File: src/rtl/passcoder_led_serializer.sv
// Serialises NUM_SYM symbols of SYM_W bits onto one LED line: '1' is a long pulse, '0' a short one.
// Optional build macro PASSCODER_PARITY_EN appends an even-parity bit to every symbol.
module passcoder_led_serializer #(
  parameter int NUM_SYM       = 4,
  parameter int SYM_W         = 5,
  parameter int TICK_DIV      = 50000,
  parameter int SHORT_TICKS   = 1,
  parameter int LONG_TICKS    = 3,
  parameter int GAP_TICKS     = 1,
  parameter int SYM_GAP_TICKS = 3,
  localparam int IDX_W        = (NUM_SYM > 1) ? $clog2(NUM_SYM) : 1
) (
  input  logic                     clk,
  input  logic                     rst_n,
  input  logic                     in_valid,
  output logic                     in_ready,
  input  logic [NUM_SYM*SYM_W-1:0] sym_in,
  output logic                     LED_signal,
  output logic                     busy,
  output logic                     done,
  output logic [IDX_W-1:0]         sym_idx
);

`ifdef PASSCODER_PARITY_EN
  localparam int BITS = SYM_W + 1;
`else
  localparam int BITS = SYM_W;
`endif
  localparam int FRAME_W   = NUM_SYM * SYM_W;
  localparam int MAX_ON    = (LONG_TICKS > SHORT_TICKS) ? LONG_TICKS : SHORT_TICKS;
  localparam int MAX_OFF   = (SYM_GAP_TICKS > GAP_TICKS) ? SYM_GAP_TICKS : GAP_TICKS;
  localparam int MAX_TICKS = (MAX_ON > MAX_OFF) ? MAX_ON : MAX_OFF;
  localparam int CNT_W     = $clog2(MAX_TICKS) + 1;
  localparam int BIT_W     = $clog2(BITS + 1);
  localparam int PRE_W     = (TICK_DIV > 1) ? $clog2(TICK_DIV) : 1;

  typedef enum logic [2:0] {IDLE, ON, BGAP, SGAP, FIN} state_t;

  state_t             state;
  logic [FRAME_W-1:0] frame_q;
  logic [FRAME_W-1:0] nxt_frame;
  logic [SYM_W-1:0]   sym_sr;
  logic [BIT_W-1:0]   bit_cnt;
  logic [CNT_W-1:0]   cnt;
  logic [CNT_W-1:0]   dur;
  logic [PRE_W-1:0]   pre;
  logic               tick;
  logic               cur_bit;
  logic               last_tick;
  logic               last_bit;
  logic               last_sym;

  // frame_q[SYM_W-1:0] is always the symbol on air; sym_sr walks its bits MSB first.
  always_comb begin
    tick      = (pre == PRE_W'(TICK_DIV - 1));
    nxt_frame = frame_q >> SYM_W;
    last_bit  = (bit_cnt == BIT_W'(BITS - 1));
    last_sym  = (sym_idx == IDX_W'(NUM_SYM - 1));
`ifdef PASSCODER_PARITY_EN
    cur_bit   = (bit_cnt == BIT_W'(SYM_W)) ? ^frame_q[SYM_W-1:0] : sym_sr[SYM_W-1];
`else
    cur_bit   = sym_sr[SYM_W-1];
`endif
    case (state)
      ON:      dur = cur_bit ? CNT_W'(LONG_TICKS) : CNT_W'(SHORT_TICKS);
      BGAP:    dur = CNT_W'(GAP_TICKS);
      SGAP:    dur = CNT_W'(SYM_GAP_TICKS);
      default: dur = CNT_W'(1);
    endcase
    last_tick = tick && (cnt == dur - CNT_W'(1));
  end

  always_ff @(posedge clk or negedge rst_n) begin
    if (!rst_n) begin
      state      <= IDLE;
      frame_q    <= '0;
      sym_sr     <= '0;
      bit_cnt    <= '0;
      cnt        <= '0;
      pre        <= '0;
      sym_idx    <= '0;
      LED_signal <= 1'b0;
      busy       <= 1'b0;
      done       <= 1'b0;
      in_ready   <= 1'b1;
    end else begin
      done <= 1'b0;
      if (state != IDLE) pre <= tick ? '0 : pre + 1'b1;
      if (state == ON || state == BGAP || state == SGAP) begin
        if (tick) cnt <= last_tick ? '0 : cnt + 1'b1;
      end
      case (state)
        IDLE: begin
          if (in_valid && in_ready) begin
            frame_q    <= sym_in;
            sym_sr     <= sym_in[SYM_W-1:0];
            pre        <= '0;
            cnt        <= '0;
            bit_cnt    <= '0;
            sym_idx    <= '0;
            LED_signal <= 1'b1;
            busy       <= 1'b1;
            in_ready   <= 1'b0;
            state      <= ON;
          end
        end
        ON: begin
          if (last_tick) begin
            LED_signal <= 1'b0;
            state      <= last_bit ? SGAP : BGAP;
          end
        end
        BGAP: begin
          if (last_tick) begin
            bit_cnt    <= bit_cnt + 1'b1;
            sym_sr     <= sym_sr << 1;
            LED_signal <= 1'b1;
            state      <= ON;
          end
        end
        SGAP: begin
          if (last_tick) begin
            if (last_sym) begin
              done  <= 1'b1;
              state <= FIN;
            end else begin
              sym_idx    <= sym_idx + 1'b1;
              frame_q    <= nxt_frame;
              sym_sr     <= nxt_frame[SYM_W-1:0];
              bit_cnt    <= '0;
              LED_signal <= 1'b1;
              state      <= ON;
            end
          end
        end
        FIN: begin
          busy     <= 1'b0;
          in_ready <= 1'b1;
          sym_idx  <= '0;
          bit_cnt  <= '0;
          cnt      <= '0;
          pre      <= '0;
          state    <= IDLE;
        end
        default: state <= IDLE;
      endcase
    end
  end

endmodule
File: config.mk
export PLATFORM = sky130hd
export DESIGN_NAME = passcoder_led_serializer
export DESIGN_NICKNAME = d
export VERILOG_FILES = /design/src/rtl/passcoder_led_serializer.sv
export SDC_FILE = /design/constraint.sdc
export NUM_CORES = 1
export LEC_CHECK = 0
export CELL_PAD_IN_SITES_DETAIL_PLACEMENT = 1
export CELL_PAD_IN_SITES_GLOBAL_PLACEMENT = 2
export CORE_AREA = 2 2 89 91
export CTS_BUF_LIST = sky130_fd_sc_hd__clkbuf_4 sky130_fd_sc_hd__clkbuf_8 sky130_fd_sc_hd__clkbuf_16
export CTS_CLUSTER_DIAMETER = 80
export CTS_CLUSTER_SIZE = 16
export DETAILED_ROUTE_END_ITERATION = 16
export DIE_AREA = 0 0 91 93
export PLACE_DENSITY_LB_ADDON = 0.1
export REMOVE_ABC_BUFFERS = 1
export SLEW_MARGIN = 20
export SYNTH_ARGS = -nofsm -noshare
export SYNTH_HDL_FRONTEND = slang
export SYNTH_SLANG_ARGS = --single-unit
File: constraint.sdc
create_clock -name clk -period 5.8 [get_ports clk]
set_input_delay 1.16 -clock clk [delete_from_list [all_inputs] [get_ports clk]]
set_output_delay 1.16 -clock clk [all_outputs]
set_load 0.1 [all_outputs]
==> impl_metrics.env, run 1 <==
export IMPL_outcome="finished clean"
export IMPL_setup_viol=0
export IMPL_cp_data_required_time_ps=4640
export IMPL_cp_start_kind="register"
export IMPL_fillerInstances=871
export IMPL_place_ws_ps=2450
export IMPL_synth_cells=294
export IMPL_final_cell_mix="64 x nand2_1, 50 x dfrtp_1, 27 x clkdlybuf4s50_1"
export IMPL_core_um2=7530
export IMPL_worst_ir_drop_vdd_v=0.0000801
export IMPL_whs_ps=519
export IMPL_post_cts_buffers=0
export IMPL_fin_setup_tns_ps=0
export IMPL_drv_cap=0
export IMPL_nNetsFinal=345
export IMPL_ys_warnings_count=0
export IMPL_synthAdderAreaFrac_pct=2.24
export IMPL_cts_repair_resized=0
export IMPL_synth_compound_area_share_pct=11.0
export IMPL_startpoint="in_ready"
export IMPL_vias_per_cell=5.23
export IMPL_grt_overflow_total=0
export IMPL_cp_num_cells=1
export IMPL_slowest_stage="clkdlybuf4s50_1"
export IMPL_clk_path_buf_depth=2
export IMPL_synth_main_ff_cell="dfrtp_1"
export IMPL_grt_setup_unrepaired="no"
export IMPL_path_buf_inv=1
export IMPL_timing_rr_start="state[0]"
export IMPL_seq_area_um2=1280
export IMPL_initial_core_util_pct=37.0
export IMPL_rows=32
export IMPL_multi_input_area_um2=1430
export IMPL_synth_simple_area_share_pct=26.0
export IMPL_critPathCaptureType="primary output"
export IMPL_crit_fanout=4
export IMPL_fin_crit_sh_pct=54.9
export IMPL_relSlewSlack_pct=34.7
export IMPL_syn_area_um2=2790
export IMPL_avgSynthCellArea_um2=9.48
export IMPL_holdBufCountCts=0
export IMPL_ioPinCount=29
export IMPL_synthMuxAreaShare_pct=8.26
export IMPL_die_h_um=93
export IMPL_synth_cell_type_count=51
export IMPL_vias=2198
export IMPL_fmax_ghz=0.314
export IMPL_drt_total_wl_um=6730
export IMPL_r2r_end="sym_sr[4]"
export IMPL_synth_xor_area_share_pct=3.77
export IMPL_hpwl_um=4830
export IMPL_area_delta_synth_final_pct=17.5
export IMPL_cts_clk_slew_worst_paths_ps=100
export IMPL_layout_min_cycle_time_ps=3180
export IMPL_numCtsBuffers=5
export IMPL_drtPass1Iterations=4
export IMPL_r2r_cells=3
export IMPL_cts_num_sinks=51
export IMPL_grt_max_degree=52
export IMPL_synth_seq_cells=51
export IMPL_rrSetupSlack_ps=2990
export IMPL_die_area_um2=8460
export IMPL_timing_hold_violations_final=0
export IMPL_maxSlewViolCount=0
export IMPL_place_congestion=0.827
export IMPL_ys_async_sr_fraction_pct=100
export IMPL_crit_chain="clkdlybuf4s50_1"
export IMPL_synth_edf_count=0
export IMPL_finalClockSkew_ps=9.30
export IMPL_first_global_vias=2303
export IMPL_antenna_found_initial=0
export IMPL_numPortBuffers=28
export IMPL_diodes=0
export IMPL_synth_seq_area_share_pct=45.8
export IMPL_layout_drive_gt1_share_pct=11.9
export IMPL_grt_first_pass_wirelength_um=11800
export IMPL_wl_per_cell_um=16.0
export IMPL_slowest_delay_ps=1140
export IMPL_crit_family="buffers and inverters"
export IMPL_cts_htree_levels=2
export IMPL_fin_ws_ps=2620
export IMPL_route_detailed_drc=0
export IMPL_power_leakage_nw=1.31
export IMPL_drt_iter0_markers=73
export IMPL_dieWidth_um=91
export IMPL_path_class="reg -> out"
export IMPL_clkLatencyLatePin_ps=310
export IMPL_holdCritPathClass="reg -> reg"
export IMPL_cellPowerDensity_nw_per_um2=208
export IMPL_cts_tree="yes"
export IMPL_crit_arrival_ps=2020
export IMPL_layout_commonest_cell="nand2_1"
export IMPL_endpoint="in_ready"
export IMPL_grt_usage_pct=17.6
export IMPL_synth_top_family_by_area="simple AND/OR/NAND/NOR gates"
export IMPL_worstMarginPinSlew_ps=970
export IMPL_postRouteAntennaNets=0
export IMPL_root_buffer="clkbuf_8"
through the flow:
stage | util [%] | instance area, um2 | std cells | total power [W]
4_1_cts | 43.5 | 3270 | 420 | 0.000691
3_3_place_gp | 41.7 | 3140 | 412 | 0.000391
6_report | 43.5 | 3270 | 420 | 0.000680
3_5_place_dp | 41.7 | 3140 | 412 | 0.000391
2_1_floorplan | - | 2730 | 281 | 0.000366
5_1_grt | 43.5 | 3270 | 420 | 0.000709
cell type report:
class                   count  share of cell area [%]
multi-input cells         224                    43.6
flip-flops and latches     51                    39.0
repair buffers             29                    8.64
well taps                 102                    3.90
clock buffers               5                    2.10
clock inverters             3                    2.06
inverters                   6                   0.688
per-layer routing:
layer / track usage, % / vias to the layer above / part of all wire, %
met5: 0 / - / 0
met4: 5.68 / 0 / 1.8
met3: 2.90 / 10 / 2.6
met2: 30.1 / 30 / 49
met1: 22.7 / 1069 / 47
li1: - / 1089 / -
sequential cells by signal, summed over array words and instances (netlist names), 2 cells and up:
name,count
bit_cnt,3
sym_idx,2
state,3
sym_sr,5
cnt,3
frame_q,15
pre,16
worst min path at each step:
stage | cells past startpoint | from | to
6_report | 1 | sym_sr[3] | sym_sr[3]
5_1_grt | 1 | frame_q[12] | frame_q[12]
4_1_cts | 1 | sym_sr[3] | sym_sr[3]
3_5_place_dp | 1 | sym_sr[3] | sym_sr[3]
3_3_place_gp | 1 | frame_q[12] | frame_q[12]
2_1_floorplan | 1 | sym_sr[0] | sym_sr[0]
where the power goes:
group	switching, W	total (W)	internal (W)
clock	0.000126	0.000298	0.000172
combinational	0.0000125	0.0000275	0.0000150
sequential	0	0.000355	0.000355
total	0.000138	0.000680	0.000542
cell families after synthesis:
kind of cell | Yosys count
buffers and inverters | 19
AND/OR/NAND/NOR | 143
AO/OA/AOI/OAI | 43
multiplexers | 21
XOR/XNOR | 12
adder cells (fa/ha/maj) | 5
flip-flops | 51
synthesized netlist by cell type (all sizes together), types with 2 or more instances:
master,number,area (um2)
a22o,3,26.3
inv,6,22.5
and4,2,21.3
mux2i,5,50.1
and2,2,12.5
dfrtp,50,1250
xnor2,6,52.6
o311ai,5,43.8
a31oi,2,12.5
o21ai,13,68.8
and3,4,25.0
nor4,2,12.5
xor2,6,52.6
buf,4,25.0
nand4,7,58.8
nor3,6,30.0
a21oi,9,48.8
nand2,64,240
o31ai,4,43.8
nor4b,5,50.0
mux2,16,180
nand3,13,65.1
clkbuf,9,35.0
and4bb,2,25.0
ha,5,62.6
nor2,21,78.8
or3,4,25.0
nand2b,5,31.3
Note: power is estimated with default switching activity, not from simulation.
==> inputs of run 2 (changes only) <==
--- a/config.mk
+++ b/config.mk
@@ -7,12 +7,12 @@
 export LEC_CHECK = 0
 export CELL_PAD_IN_SITES_DETAIL_PLACEMENT = 1
 export CELL_PAD_IN_SITES_GLOBAL_PLACEMENT = 2
-export CORE_AREA = 2 2 89 91
+export CORE_AREA = 2 2 91 93
 export CTS_BUF_LIST = sky130_fd_sc_hd__clkbuf_4 sky130_fd_sc_hd__clkbuf_8 sky130_fd_sc_hd__clkbuf_16
 export CTS_CLUSTER_DIAMETER = 80
 export CTS_CLUSTER_SIZE = 16
 export DETAILED_ROUTE_END_ITERATION = 16
-export DIE_AREA = 0 0 91 93
+export DIE_AREA = 0 0 93 95
 export PLACE_DENSITY_LB_ADDON = 0.1
 export REMOVE_ABC_BUFFERS = 1
 export SLEW_MARGIN = 20
==> constraint.sdc (replaced) <==
create_clock -name clk -period 3.05 [get_ports clk]
set_input_delay 0.61 -clock clk [delete_from_list [all_inputs] [get_ports clk]]
set_output_delay 0.61 -clock clk [all_outputs]
set_load 0.1 [all_outputs]
==> run 2 against run 1 <==
Net effect: final cell count up 2.6%; clock skew down 2.1 ps; die area grew 4.4%; global-route usage is 0.26 points lower; worst hold slack got worse by 180 ps; clock power up 61%; utilization down 1.9 points; sequential share of layout area decreased by 0.30 points; register-to-register slack worse by 2400 ps; non-clock buffer count is 8 higher; flip-flop and latch count did not move; worst setup slack lost 2000 ps; largest power group unchanged.
==> impl_metrics.env, run 2 (synthesis results as in run 1) <==
export IMPL_area_delta_synth_final_pct=18.4
export IMPL_largest_reg_flops=16
export IMPL_layout_min_cycle_time_ps=2440
export IMPL_maxSlewViolCount=0
export IMPL_diodes=0
export IMPL_path_class="reg -> reg"
export IMPL_nNetsFinal=353
export IMPL_cp_start_kind="register"
export IMPL_relSlewSlack_pct=40.6
export IMPL_cts_clk_slew_worst_paths_ps=100
export IMPL_finalPower_w=0.00121
export IMPL_hpwl_um=5330
export IMPL_cts_htree_levels=2
export IMPL_layout_drive_gt1_share_pct=16.0
export IMPL_finalClockSkew_ps=7.18
export IMPL_vias_per_cell=5.25
export IMPL_clkLatencyLatePin_ps=300
export IMPL_core_um2=7930
export IMPL_holdCritPathClass="in -> async"
export IMPL_dieWidth_um=93
export IMPL_final_cell_mix="64 x nand2_1, 50 x dfrtp_1, 21 x nor2_1, 21 x clkdlybuf4s50_1, 16 x mux2_2"
export IMPL_worstMarginPinSlew_ps=883
export IMPL_power_leakage_nw=1.35
export IMPL_drtPass1Iterations=4
export IMPL_clk_path_buf_depth=2
export IMPL_fin_ws_ps=611
export IMPL_cts_num_sinks=51
export IMPL_crit_fanout=6
export IMPL_fin_setup_tns_ps=0
export IMPL_timing_hold_violations_final=0
export IMPL_numPortBuffers=28
export IMPL_place_congestion=0.753
export IMPL_drt_iter0_markers=65
export IMPL_place_ws_ps=473
export IMPL_root_buffer="clkbuf_8"
export IMPL_outcome="finished clean"
export IMPL_worst_ir_drop_vdd_v=0.000174
export IMPL_first_global_vias=2360
export IMPL_cts_repair_resized=0
export IMPL_grt_setup_unrepaired="no"
export IMPL_rows=33
export IMPL_numCtsBuffers=5
export IMPL_grt_first_pass_wirelength_um=11800
export IMPL_layout_commonest_cell="nand2_1"
export IMPL_whs_ps=344
export IMPL_final_cells=431
export IMPL_antenna_found_initial=0
export IMPL_cp_data_required_time_ps=3250
export IMPL_postRouteAntennaNets=0
export IMPL_ioPinCount=29
export IMPL_dpl_cell_count=423
export IMPL_grt_usage_pct=17.3
export IMPL_drv_cap=0
export IMPL_cellPowerDensity_nw_per_um2=367
export IMPL_drt_total_wl_um=7160
export IMPL_reg_top3="pre: 16 flops, frame_q: 15 flops, sym_sr: 5 flops"
export IMPL_fmax_ghz=0.410
export IMPL_die_area_um2=8840
export IMPL_setup_viol=0
export IMPL_grt_overflow_total=0
export IMPL_wl_per_cell_um=16.6
export IMPL_die_h_um=95
export IMPL_rrSetupSlack_ps=610
export IMPL_critPathCaptureType="register"
export IMPL_post_cts_buffers=0
export IMPL_holdBufCountCts=0
export IMPL_fin_crit_sh_pct=80.0
export IMPL_initial_core_util_pct=35.2
export IMPL_cts_tree="yes"
export IMPL_route_detailed_drc=0
export IMPL_regMostFlops="pre"
export IMPL_crit_arrival_ps=2640
export IMPL_vias=2262
export IMPL_grt_max_degree=29
[run 2: changes by cell type in the layout (fill, tap and decap cells not counted)]
cell,before,now
buf_4,1,15
clkinv_4,0,1
clkinvlp_4,1,0
clkinv_2,0,1
clkdlybuf4s50_1,27,21
bufinv_16,2,1
[run 2: per-layer routing]
layer  up-vias  part of all wire [%]  track usage, %
li1       1100                     -               -
met1      1132                    42            20.2
met2        24                    55            33.4
met3         6                   2.0            2.71
met4         0                  0.95            3.68
met5         -                     0               0
[run 2: final cells by class]
cell class                 count  area, um2
fill                         909       4630
multi-input combinational    224       1430
sequential                    51       1280
timing repair buffer          37        328
tap                          105        131
clock buffer                   5       68.8
clock inverter                 3       43.8
inverter                       6       22.5
[run 2: final timing paths]
kind                       cells past startpoint         end        from
max                                            6   sym_sr[2]      pre[0]
min                                            1     pre[11]       rst_n
max reg2reg                                    6   sym_sr[2]      pre[0]
min reg2reg                                    1  frame_q[7]  frame_q[7]
max in group asynchronous                      2    in_ready       rst_n
min in group clk                               1  frame_q[7]  frame_q[7]
[run 2: stage by stage]
step / cell area (um2) / utilization, %
floorplan: 2730 / -
global placement: 3190 / 40.2
detailed placement: 3190 / 40.2
CTS: 3300 / 41.6
global route: 3300 / 41.6
finish: 3300 / 41.6
[run 2: where the power goes]
part / switching (W) / internal (W)
Clock: 0.000236 / 0.000245
Combinational: 0.0000245 / 0.0000293
Sequential: 0 / 0.000676
Total: 0.000260 / 0.000950
[run 2: worst max-delay path, stage by stage, from the launching register on]
cell	delay (ps)
dfrtp_1	420
ha_1	220
and3_1	240
nand4_1	180
nor4b_1	90
o31ai_1	770
mux2_2	410
==> edit (config.mk and constraints of run 2) <==
`NUM_SYM`: 4 -> 8.
--- a/src/rtl/passcoder_led_serializer.sv
+++ b/src/rtl/passcoder_led_serializer.sv
@@ -1,7 +1,7 @@
 // Serialises NUM_SYM symbols of SYM_W bits onto one LED line: '1' is a long pulse, '0' a short one.
 // Optional build macro PASSCODER_PARITY_EN appends an even-parity bit to every symbol.
 module passcoder_led_serializer #(
-  parameter int NUM_SYM       = 4,
+  parameter int NUM_SYM       = 8,
   parameter int SYM_W         = 5,
   parameter int TICK_DIV      = 50000,
   parameter int SHORT_TICKS   = 1,
Ports: changed (resized sym_idx and sym_in); port bits go from 29 to 50. The function was not compared with the original's and may differ.
==> edit against run 2 <==
Cell count is 19% higher; sequential cell count up 21; synthesized area increased by 31%; clock power up 74%; synthesized cell count rose by 20%; wire length rose by 27%; power up 54%; setup slack got worse by 0.18 ns; design area up 36%; first-iteration DRC count grew 12%.
==> edit: results (changes against run 2) <==
[yosys]
synth.mux.area_fraction_pct = 3.74  ; was 8.26%
synthTopCellsByArea = dfrtp_1 49%, o221a_2 9.3%, or3_1 5.7%, nand2_1 4.0%, nor2_1 2.7%  ; was dfrtp_1 45%, nand2_1 8.6%, mux2_2 6.5%, nor2_1 2.8%, nand3_1 2.3%
seq_area_frac_synth_pct = 49.5  ; was 45.8%
avgSynthCellArea_um2 = 10.3  ; was 9.48 um2
synthAdderAreaFrac_pct = 2.06  ; was 2.24%

[critical_path]
worstPathArrival_ns = 2.84  ; was 2.64 ns
slowest_stage = or4b_2  ; was o31ai_1
rr_worst_depth = 5  ; was 6
crit_path_end = sym_sr[0]  ; was sym_sr[2]
cp_max_fo = 9  ; was 6
critPathTopFamily = simple AND/OR/NAND/NOR gates  ; was compound AO/OA/AOI/OAI gates
critPathMaxStageDelay_ns = 0.74  ; was 0.77 ns
rr_startpoint = state[0]  ; was pre[0]
ff2ff_setup_slack_ns = 0.43  ; was 0.61 ns

[placed_design]
gp_congestion = 0.748  ; was 0.753
post-dp-hpwl_um = 6420  ; was 5330 um
dpl.cell_count = 498  ; was 423
dpl_worst_slack_ns = 0.474  ; was 0.473 ns
place_area_um2 = 4280  ; was 3190 um2
numPortBuffers = 49  ; was 28

[final_layout]
area_delta_synth_final_pct = 23.3  ; was 18.4%
nNetsFinal = 453  ; was 353
n_fill_cell = 898  ; was 909
mostFrequentLayoutCell = dfrtp_1  ; was nand2_1
instances_no_fill = 514  ; was 431
layout-drive-gt1-share_pct = 20.8  ; was 16.0%

[power]
total_leakage_power_nw = 1.92  ; was 1.35 nW
peakVddDrop_v = 0.000203  ; was 0.000174 V

[clock_tree]
insertion_delay_ns = 0.34  ; was 0.30 ns
numCtsBuffers = 9  ; was 5
htreeDepth = 3  ; was 2

[detailed_routing]
drt-initial-drc-count = 73  ; was 65
wl_um = 9120  ; was 7160 um

[grt]
grt_max_degree = 38  ; was 29
grt_pass1_vias = 3108  ; was 2360
grt_first_pass_wirelength_um = 15700  ; was 11800 um
grtUsageTotal_pct = 22.7  ; was 17.3%

[outcome]
outcome = finished clean  ; unchanged

[sta]
timing.slew.headroom_pct = 36.7  ; was 40.6%

## edit: cell count changes after synthesis, sizes merged, moves of 4 or more
cell | run 2 | this run
o311ai | 5 | 1
nor2 | 21 | 26
nand2 | 64 | 39
dfrtp | 50 | 71
o221a | 0 | 30
mux2 | 16 | 5
nor4b | 5 | 1
or3 | 4 | 33
buf | 4 | 8
## edit: power breakdown
part	switching, mW	internal [mW]
combinational	0.0273	0.0486
clock	0.358	0.479
sequential	0	0.954
total	0.385	1.48
## edit: cell type report
type / count / share of cell area (%)
clock buffers: 11 / 3.09
clock inverters: 5 / 1.81
inverters: 8 / 0.668
multi-input cells: 253 / 38.9
flip-flops and latches: 72 / 40.1
well taps: 105 / 2.92
repair buffers: 60 / 12.5
## edit: routing by layer
| metal | vias up | global-route usage, % | wire length, um |
|---|---|---|---|
| li1 | 1410 | - | - |
| met1 | 1520 | 29.8 | 4190 |
| met2 | 46 | 39.1 | 4550 |
| met3 | 9 | 2.71 | 252 |
| met4 | 0 | 8.09 | 119 |
| met5 | - | 0 | 0 |
## edit: cells by family (layout without fill, tap and decap cells)
| family | count (synthesis) | count (layout) |
|---|---|---|
| compound gates | 70 | 70 |
| xor+xnor | 13 | 13 |
| fa+ha+maj | 6 | 6 |
| buf+inv | 28 | 84 |
| flops | 72 | 72 |
| mux | 13 | 13 |
| simple gates | 151 | 151 |
## edit: worst min-delay path by stage
stage | startpoint | endpoint | slack [ns]
global placement | frame_q[39] | frame_q[39] | 0.49
finish | rst_n | pre[9] | 0.29
CTS | rst_n | pre[12] | 0.31
floorplan | rst_n | LED_signal | 0.31
global route | rst_n | pre[8] | 0.34
detailed placement | frame_q[39] | frame_q[39] | 0.49
